`config.mk`:
```
export PLATFORM = sky130hd
export DESIGN_NAME = signed_div_sequencer_flat
export DESIGN_NICKNAME = d
export VERILOG_FILES = /design/src/rtl/signed_div_if.sv /design/src/rtl/signed_div_sequencer.sv /design/src/flat_wrapper.sv
export SDC_FILE = /design/constraint.sdc
export NUM_CORES = 1
export LEC_CHECK = 0
export BUFFER_PORTS_ARGS = -buffer_cell sky130_fd_sc_hd__buf_2
export CORE_UTILIZATION = 48
export CTS_CLUSTER_SIZE = 10
export DETAILED_ROUTE_END_ITERATION = 6
export GPL_TIMING_DRIVEN = 1
export PLACE_DENSITY = 0.83
export SLEW_MARGIN = 25
export SYNTH_ARGS = -nofsm -noshare
export SYNTH_HDL_FRONTEND = slang
export SYNTH_SLANG_ARGS = --single-unit
export TNS_END_PERCENT = 100
```
`constraint.sdc`:
```
create_clock -name clk -period 1.4 [get_ports clk]
set_input_delay 0.14 -clock clk [delete_from_list [all_inputs] [get_ports clk]]
set_output_delay 0.14 -clock clk [all_outputs]
set_load 0.005 [all_outputs]
```
`src/rtl/signed_div_if.sv`:
```
// signed_div_if: operand/result valid-ready handshake bundle for the signed divide sequencer.
interface signed_div_if #(parameter int DATA_W = 4);
  logic in_valid, in_ready;
  logic [DATA_W-1:0] in_x, in_y;
  logic out_valid, out_ready;
  logic [DATA_W-1:0] out_q, out_r;
  logic out_dz, out_ovf;
  modport master (
    output in_valid, in_x, in_y, out_ready,
    input in_ready, out_valid, out_q, out_r, out_dz, out_ovf
  );
  modport slave (
    input in_valid, in_x, in_y, out_ready,
    output in_ready, out_valid, out_q, out_r, out_dz, out_ovf
  );
endinterface

```
`src/rtl/signed_div_sequencer.sv`:
```
// signed_div_sequencer: signed front/back end around an unsigned combinational divider core,
// with divide-by-zero and most-negative/-1 overflow resolved without the core.
module signed_div_sequencer #(
  parameter int DATA_W = 4,
  parameter int WAIT_CYCLES = 1
) (
  input logic clk,
  input logic rst,
  signed_div_if.slave bus,
  output logic [DATA_W-1:0] core_x,
  output logic [DATA_W-1:0] core_y,
  input logic [DATA_W-1:0] core_q,
  input logic [DATA_W:0] core_r
);
  localparam logic [DATA_W-1:0] MOST_NEG = {1'b1, {(DATA_W-1){1'b0}}};
  typedef enum logic [1:0] {IDLE, WAIT, FIX, OUT} state_t;
  state_t state, state_nxt;
  logic [3:0] cnt;
  logic sx, sy;
  logic [DATA_W-1:0] qm, rm;
  logic dz_c, ovf_c, done_wait;
  assign dz_c = bus.in_y == '0;
  assign ovf_c = bus.in_x == MOST_NEG && bus.in_y == '1;
  assign done_wait = cnt == 4'(WAIT_CYCLES - 1);
  always_comb begin
    state_nxt = state;
    bus.in_ready = state == IDLE;
    bus.out_valid = state == OUT;
    case (state)
      IDLE: state_nxt = bus.in_valid ? ((dz_c || ovf_c) ? OUT : WAIT) : IDLE;
      WAIT: state_nxt = done_wait ? FIX : WAIT;
      FIX: state_nxt = OUT;
      OUT: state_nxt = bus.out_ready ? IDLE : OUT;
      default: state_nxt = IDLE;
    endcase
  end
  always_ff @(posedge clk or posedge rst)
    if (rst) state <= IDLE;
    else state <= state_nxt;
  // Result registers only move on accept (bypass) or in FIX, so they stay frozen in OUT.
  always_ff @(posedge clk or posedge rst) begin
    if (rst) begin
      cnt <= '0;
      sx <= 1'b0;
      sy <= 1'b0;
      qm <= '0;
      rm <= '0;
      core_x <= '0;
      core_y <= '0;
      bus.out_q <= '0;
      bus.out_r <= '0;
      bus.out_dz <= 1'b0;
      bus.out_ovf <= 1'b0;
    end else begin
      case (state)
        IDLE:
          if (bus.in_valid) begin
            sx <= bus.in_x[DATA_W-1];
            sy <= bus.in_y[DATA_W-1];
            bus.out_dz <= dz_c;
            bus.out_ovf <= !dz_c && ovf_c;
            if (dz_c) begin
              bus.out_q <= '1;
              bus.out_r <= bus.in_x;
            end else if (ovf_c) begin
              bus.out_q <= MOST_NEG;
              bus.out_r <= '0;
            end else begin
              core_x <= bus.in_x[DATA_W-1] ? -bus.in_x : bus.in_x;
              core_y <= bus.in_y[DATA_W-1] ? -bus.in_y : bus.in_y;
              cnt <= '0;
            end
          end
        WAIT: begin
          cnt <= cnt + 4'd1;
          if (done_wait) begin
            qm <= core_q;
            rm <= core_r[DATA_W-1:0];
          end
        end
        FIX: begin
          bus.out_q <= (sx ^ sy) ? -qm : qm;
          bus.out_r <= sx ? -rm : rm;
        end
        default: ;
      endcase
    end
  end
endmodule

```
`src/flat_wrapper.sv`:
```
// flat-port wrapper written by rule: the top's interface ports become plain ports
module signed_div_sequencer_flat 
#(
  parameter int DATA_W = 4,
  parameter int WAIT_CYCLES = 1
)
  (clk, rst, core_x, core_y, core_q, core_r, bus_in_valid, bus_in_x, bus_in_y, bus_out_ready, bus_in_ready, bus_out_valid, bus_out_q, bus_out_r, bus_out_dz, bus_out_ovf);
  signed_div_if #(.DATA_W(DATA_W)) bus_i ();
  input logic clk;
  input logic rst;
  output logic [DATA_W-1:0] core_x;
  output logic [DATA_W-1:0] core_y;
  input logic [DATA_W-1:0] core_q;
  input logic [DATA_W:0] core_r;
  input wire logic [$bits(bus_i.in_valid)-1:0] bus_in_valid;
  input wire logic [$bits(bus_i.in_x)-1:0] bus_in_x;
  input wire logic [$bits(bus_i.in_y)-1:0] bus_in_y;
  input wire logic [$bits(bus_i.out_ready)-1:0] bus_out_ready;
  output wire logic [$bits(bus_i.in_ready)-1:0] bus_in_ready;
  output wire logic [$bits(bus_i.out_valid)-1:0] bus_out_valid;
  output wire logic [$bits(bus_i.out_q)-1:0] bus_out_q;
  output wire logic [$bits(bus_i.out_r)-1:0] bus_out_r;
  output wire logic [$bits(bus_i.out_dz)-1:0] bus_out_dz;
  output wire logic [$bits(bus_i.out_ovf)-1:0] bus_out_ovf;
  assign bus_i.in_valid = bus_in_valid;
  assign bus_i.in_x = bus_in_x;
  assign bus_i.in_y = bus_in_y;
  assign bus_i.out_ready = bus_out_ready;
  assign bus_in_ready = bus_i.in_ready;
  assign bus_out_valid = bus_i.out_valid;
  assign bus_out_q = bus_i.out_q;
  assign bus_out_r = bus_i.out_r;
  assign bus_out_dz = bus_i.out_dz;
  assign bus_out_ovf = bus_i.out_ovf;
  signed_div_sequencer #(.DATA_W(DATA_W), .WAIT_CYCLES(WAIT_CYCLES)) u_core (.clk(clk), .rst(rst), .bus(bus_i), .core_x(core_x), .core_y(core_y), .core_q(core_q), .core_r(core_r));
endmodule
```
# Word level (Yosys, flattened, before mapping)
# Index checks and enable logic that the tools add are counted.
# W data, S select, Z words.
# classes
add_sub_neg	5
eq_ne	9
mux	21
n_bitwise	3
n_reduce_logical	14
# op_table
cell	count
$mux W4	13
$pmux W4 S2	3
$neg A4 Y4	4
$eq A4 B4 Y1 const B	2
$logic_not A4 Y1	2
$mux W2	4
$pmux W2 S4	1
$reduce_and A4 Y1	2
$ne A2 B2 Y1 const B	3
$add A4 B1 Y4 const B	1
$eq A2 B2 Y1 const B	2
$reduce_and A2 Y1	2
$reduce_bool A2 Y1	2
$ne A3 B1 Y1 const B	1
$reduce_and A3 Y1	1
$eq A2 B1 Y1 const B	1
$logic_and A1 B1 Y1	2
$logic_not A2 Y1	1
$not A1 Y1	2
$logic_not A1 Y1	1
$logic_or A1 B1 Y1	1
$xor A1 B1 Y1	1
# totals
register_bits	34
input_bits	21

# Longest topological paths before layout
# depth
word_depth	6
mapped_depth	7

# Worst setup path before layout
# No wires, ideal clock.
# synth_path
path_type	register to register
from	reg u_core.cnt[0]
to	reg u_core.qm[0]
t_arrival_ns	1.365
slack_ns	-0.090
path_stages_with_launch	6
period_less_slack_ns	1.490
cell_sequence	dfrtp_1 -> inv_1 -> ha_1 -> nor3b_1 -> nand2_1 -> mux2_2
# synth_between
elab_chain_len	2
# synth_lines
element	line	text
start, declared	signed_div_sequencer.sv:18	logic [3:0] cnt;
start signal, assigned	signed_div_sequencer.sv:75	cnt <= cnt + 4'd1;
$logic_not A4 Y1	signed_div_sequencer.sv:24	assign done_wait = cnt == 4'(WAIT_CYCLES - 1);
$reduce_and A2 Y1 (no line)	n/a	
end signal, assigned	signed_div_sequencer.sv:77	qm <= core_q;
end, declared	signed_div_sequencer.sv:20	logic [DATA_W-1:0] qm, rm;
# No other way between the ends.
# A chain may end at the register's enable or synchronous reset.

# Final worst setup path
# layout_path
from	reg u_core.cnt[1]
to	reg u_core.rm[1]
# layout_between
elab_chain_len	2
# layout_lines
element	line	text
$logic_not A4 Y1	signed_div_sequencer.sv:24	
$reduce_and A2 Y1 (no line)	n/a	
end signal, assigned	signed_div_sequencer.sv:78	rm <= core_r[DATA_W-1:0];
end, declared	signed_div_sequencer.sv:20	
# No other way between the ends.

==> impl_metrics.csv <==
group,metric,value,unit
finish,drive_above_1_share,50.0,%
place,port_buffers,39,
sta,timing.hold.ws,38.5,ps
sta,post-route-min-period,1410,ps
critical_path,crit_fanout,8,
yosys,synth_edf_count,0,
critical_path,setup.worst_path.class,"reg -> reg",
yosys,synth-seq-cells,34,
finish,diodes,0,
global_routing,track_usage,21.3,%
sta,fin_ws,-12.7,ps
yosys,yosysWarnings,0,
sta,setup_viol,8,
power_and_ir_drop,power.leakage,1.22,nW
place,gp_congestion,0.797,
yosys,synth.distinct_cells,39,
floorplanning,die_x,62.9,microns
sta,hold_viol,0,
route,first_pass_iters,4,
route,initialDrtViolationCount,87,
route,routed_wl,3890,microns
floorplanning,io_pins,41,
clocking,cts.sinks,34,
place,placed_area,0.00222,sq mm
place,dp.cells,273,
clocking,numCtsBuffers,5,
sta,rsz0062_at_grt,"true",
yosys,synth_nets,194,
clocking,clk_path_buf_depth,2,
finish,final_util,71.9,%
yosys,yosysSeqAreaShare,47.9,%
power_and_ir_drop,ir_drop,0.00100,V
run,max-cap-violations,0,
clocking,path_clk_slew,70,ps
power_and_ir_drop,p_total,4.95,mW
sta,finalCritPeriodShare,101,%
sta,tns,-44.9,ps
floorplanning,dieArea,0.00395,sq mm
critical_path,path_cells,"inv_2 > ha_4 > nor3b_4 > nand2_4 > mux2_4",
worst_hold_path,hold_path.class,"in -> reg",
global_routing,antenna_found_initial,0,
sta,fmax,0.708,GHz
critical_path,endpoint_kind,"flip-flop",
sta,worst_slew_pin_slew,769,ps
global_routing,grt_pass1_vias,1532,
yosys,synthCells,166,
yosys,avgSynthCellArea,10.7,sq um
route,wl_per_cell,13.5,microns
finish,fin_cells,288,
power_and_ir_drop,sw_frac_of_total,36.5,%
route,via_count,1493,
floorplanning,core,0.00344,sq mm
critical_path,worstPathRequired,1580,ps
clocking,cts-root-buf,"clkbuf_8",
sta,fin_skew,3.80,ps
clocking,htreeDepth,2,
global_routing,grt_max_degree,35,
finish,fill_cells,268,
floorplanning,row_count,21,
run_status,status,"complete, but fails checks",
global_routing,grt_pass1_wl,6540,microns
power_and_ir_drop,p_int,3.14,mW
critical_path,crit_path_start_kind,"flip-flop",
power_and_ir_drop,comb_power_share,47.9,%
power_and_ir_drop,power_frac_clock,15.3,%
clocking,cts_tree,"built",
finish,synthToLayoutAreaGrowth,39.2,%
floorplanning,die_height,62.9,microns
critical_path,cp_slowest_stage_delay,390,ps
sta,final_max_slew_viol_count,0,
yosys,synth_ff_type,"dfrtp_1",
sta,slew_headroom,48.6,%
place,dpl.hpwl,2770,microns
floorplanning,initial_core_util,51.7,%
critical_path,critPathArrivalTime,1590,ps
place,dp_slack,-231,ps
run_status,violations,"setup timing",
finish,final_area,0.00247,sq mm
route,vias_per_cell,5.18,
power_and_ir_drop,power.switching,1.81,mW
route,drcViolationCount,0,
finish,nNetsFinal,269,
power_and_ir_drop,p_seq_share,36.8,%
clocking,clk_latency,290,ps
yosys,async_reset_ff_share,100,%
power_and_ir_drop,p_per_area,2000,mW/mm^2
route,ant_nets,0,
yosys,netlist_area,0.00178,sq mm
critical_path,slowest_stage,"dfrtp_1",
global_routing,overflow,0,
## routing by layer
layer	global-route usage, %	up-vias	wire (microns)
li1	-	728	-
met1	24.9	718	1710
met2	37.0	39	1970
met3	4.93	8	157
met4	8.72	0	58
met5	0	-	0
## cells by family (layout without fill, tap and decap cells)
| kind of cell | count (synthesis) | after routing | share of synthesized area (%) |
|---|---|---|---|
| simple gates | 45 | 45 | 14.5 |
| compound gates | 34 | 34 | 12.5 |
| flops | 34 | 34 | 47.9 |
| mux | 20 | 20 | 12.4 |
| buf+inv | 18 | 94 | 3.94 |
| xor+xnor | 8 | 8 | 3.94 |
| fa+ha+maj | 7 | 7 | 4.93 |
## power by group through the flow
stage	combinational, mW	clock (mW)	sequential (mW)
after floorplan	1.26	0	1.74
after global placement	1.89	0	1.77
after detailed placement	1.96	0	1.79
after CTS	2.04	0.769	1.79
after global routing	2.67	0.810	1.88
final	2.37	0.756	1.82
## flip-flops by register name (all words and copies together), names as in the netlist
| register | count |
|---|---|
| u_core.sx | 1 |
| u_core.bus.out_q | 4 |
| u_core.rm | 4 |
| u_core.bus.out_dz | 1 |
| u_core.cnt | 4 |
| u_core.qm | 4 |
| u_core.sy | 1 |
| u_core.state | 2 |
| u_core.bus.out_r | 4 |
| u_core.bus.out_ovf | 1 |
| u_core.core_x | 4 |
| u_core.core_y | 4 |
## what timing repair did
item                                   CTS  global route
setup buffers                            2             4
setup endpoints to repair               13            26
pin swaps                                2             9
gates resized for setup                  3            28
endpoints found under the hold margin   34             0
hold buffers                             1             0
## cell usage in the layout (no fill, tap or decap), drive strengths merged, types with 2 or more instances in the layout
cell type / count
buf: 70
dfrtp: 34
mux2: 16
o21ai: 16
nand2: 15
inv: 15
nor2: 7
xnor2: 7
a21oi: 7
clkbuf: 7
ha: 7
mux2i: 4
nand3: 4
nor2b: 4
nor3b: 3
nand2b: 2
nor3: 2
a22oi: 2
and2: 2
o211ai: 2
## worst paths after layout
kind	start	cells after the start	to	slack, ps
min	bus_in_x[0]	2	u_core.core_x[3]	40
min in group asynchronous	rst	4	u_core.sy	480
max	u_core.cnt[1]	5	u_core.rm[1]	-10
max reg2reg	u_core.cnt[1]	5	u_core.rm[1]	-10
max in group asynchronous	rst	4	u_core.state[0]	590
min reg2reg	u_core.core_x[3]	2	u_core.core_x[3]	470
## critical path: cells and delay by family (launching register included)
kind | cells | cell delay, ps
multiplexers | 1 | 320
adder cells (fa/ha/maj) | 1 | 120
AND/OR/NAND/NOR | 2 | 390
flip-flops | 1 | 390
buffers and inverters | 1 | 80
## Yosys cell counts, types with 2 or more instances
library cell / count / area (sq um)
mux2_1: 2 / 22.5
nand3_1: 4 / 20.0
nor3_1: 2 / 10.0
xnor2_1: 7 / 61.3
nand2_1: 15 / 56.3
dfrtp_1: 34 / 851
nand2b_1: 2 / 12.5
a21oi_1: 6 / 30.0
o21ai_0: 15 / 75.1
mux2_2: 14 / 158
ha_1: 7 / 87.6
nor2b_1: 4 / 25.0
nor3b_1: 2 / 15.0
inv_1: 15 / 56.3
buf_2: 2 / 10.0
nor2_1: 7 / 26.3
and2_1: 2 / 12.5
mux2i_1: 4 / 40.0
a22oi_1: 2 / 15.0
## cell type report
| class | instances | area, sq um | area share, % |
|---|---|---|---|
| timing repair buffer | 71 | 442 | 17.8 |
| clock buffer | 7 | 86.3 | 3.49 |
| sequential | 34 | 853 | 34.5 |
| inverter | 15 | 56.3 | 2.28 |
| clock inverter | 1 | 5.00 | 0.202 |
| tap | 46 | 57.6 | 2.33 |
| multi-input combinational | 114 | 975 | 39.4 |
(Power assumes the default switching activity.)
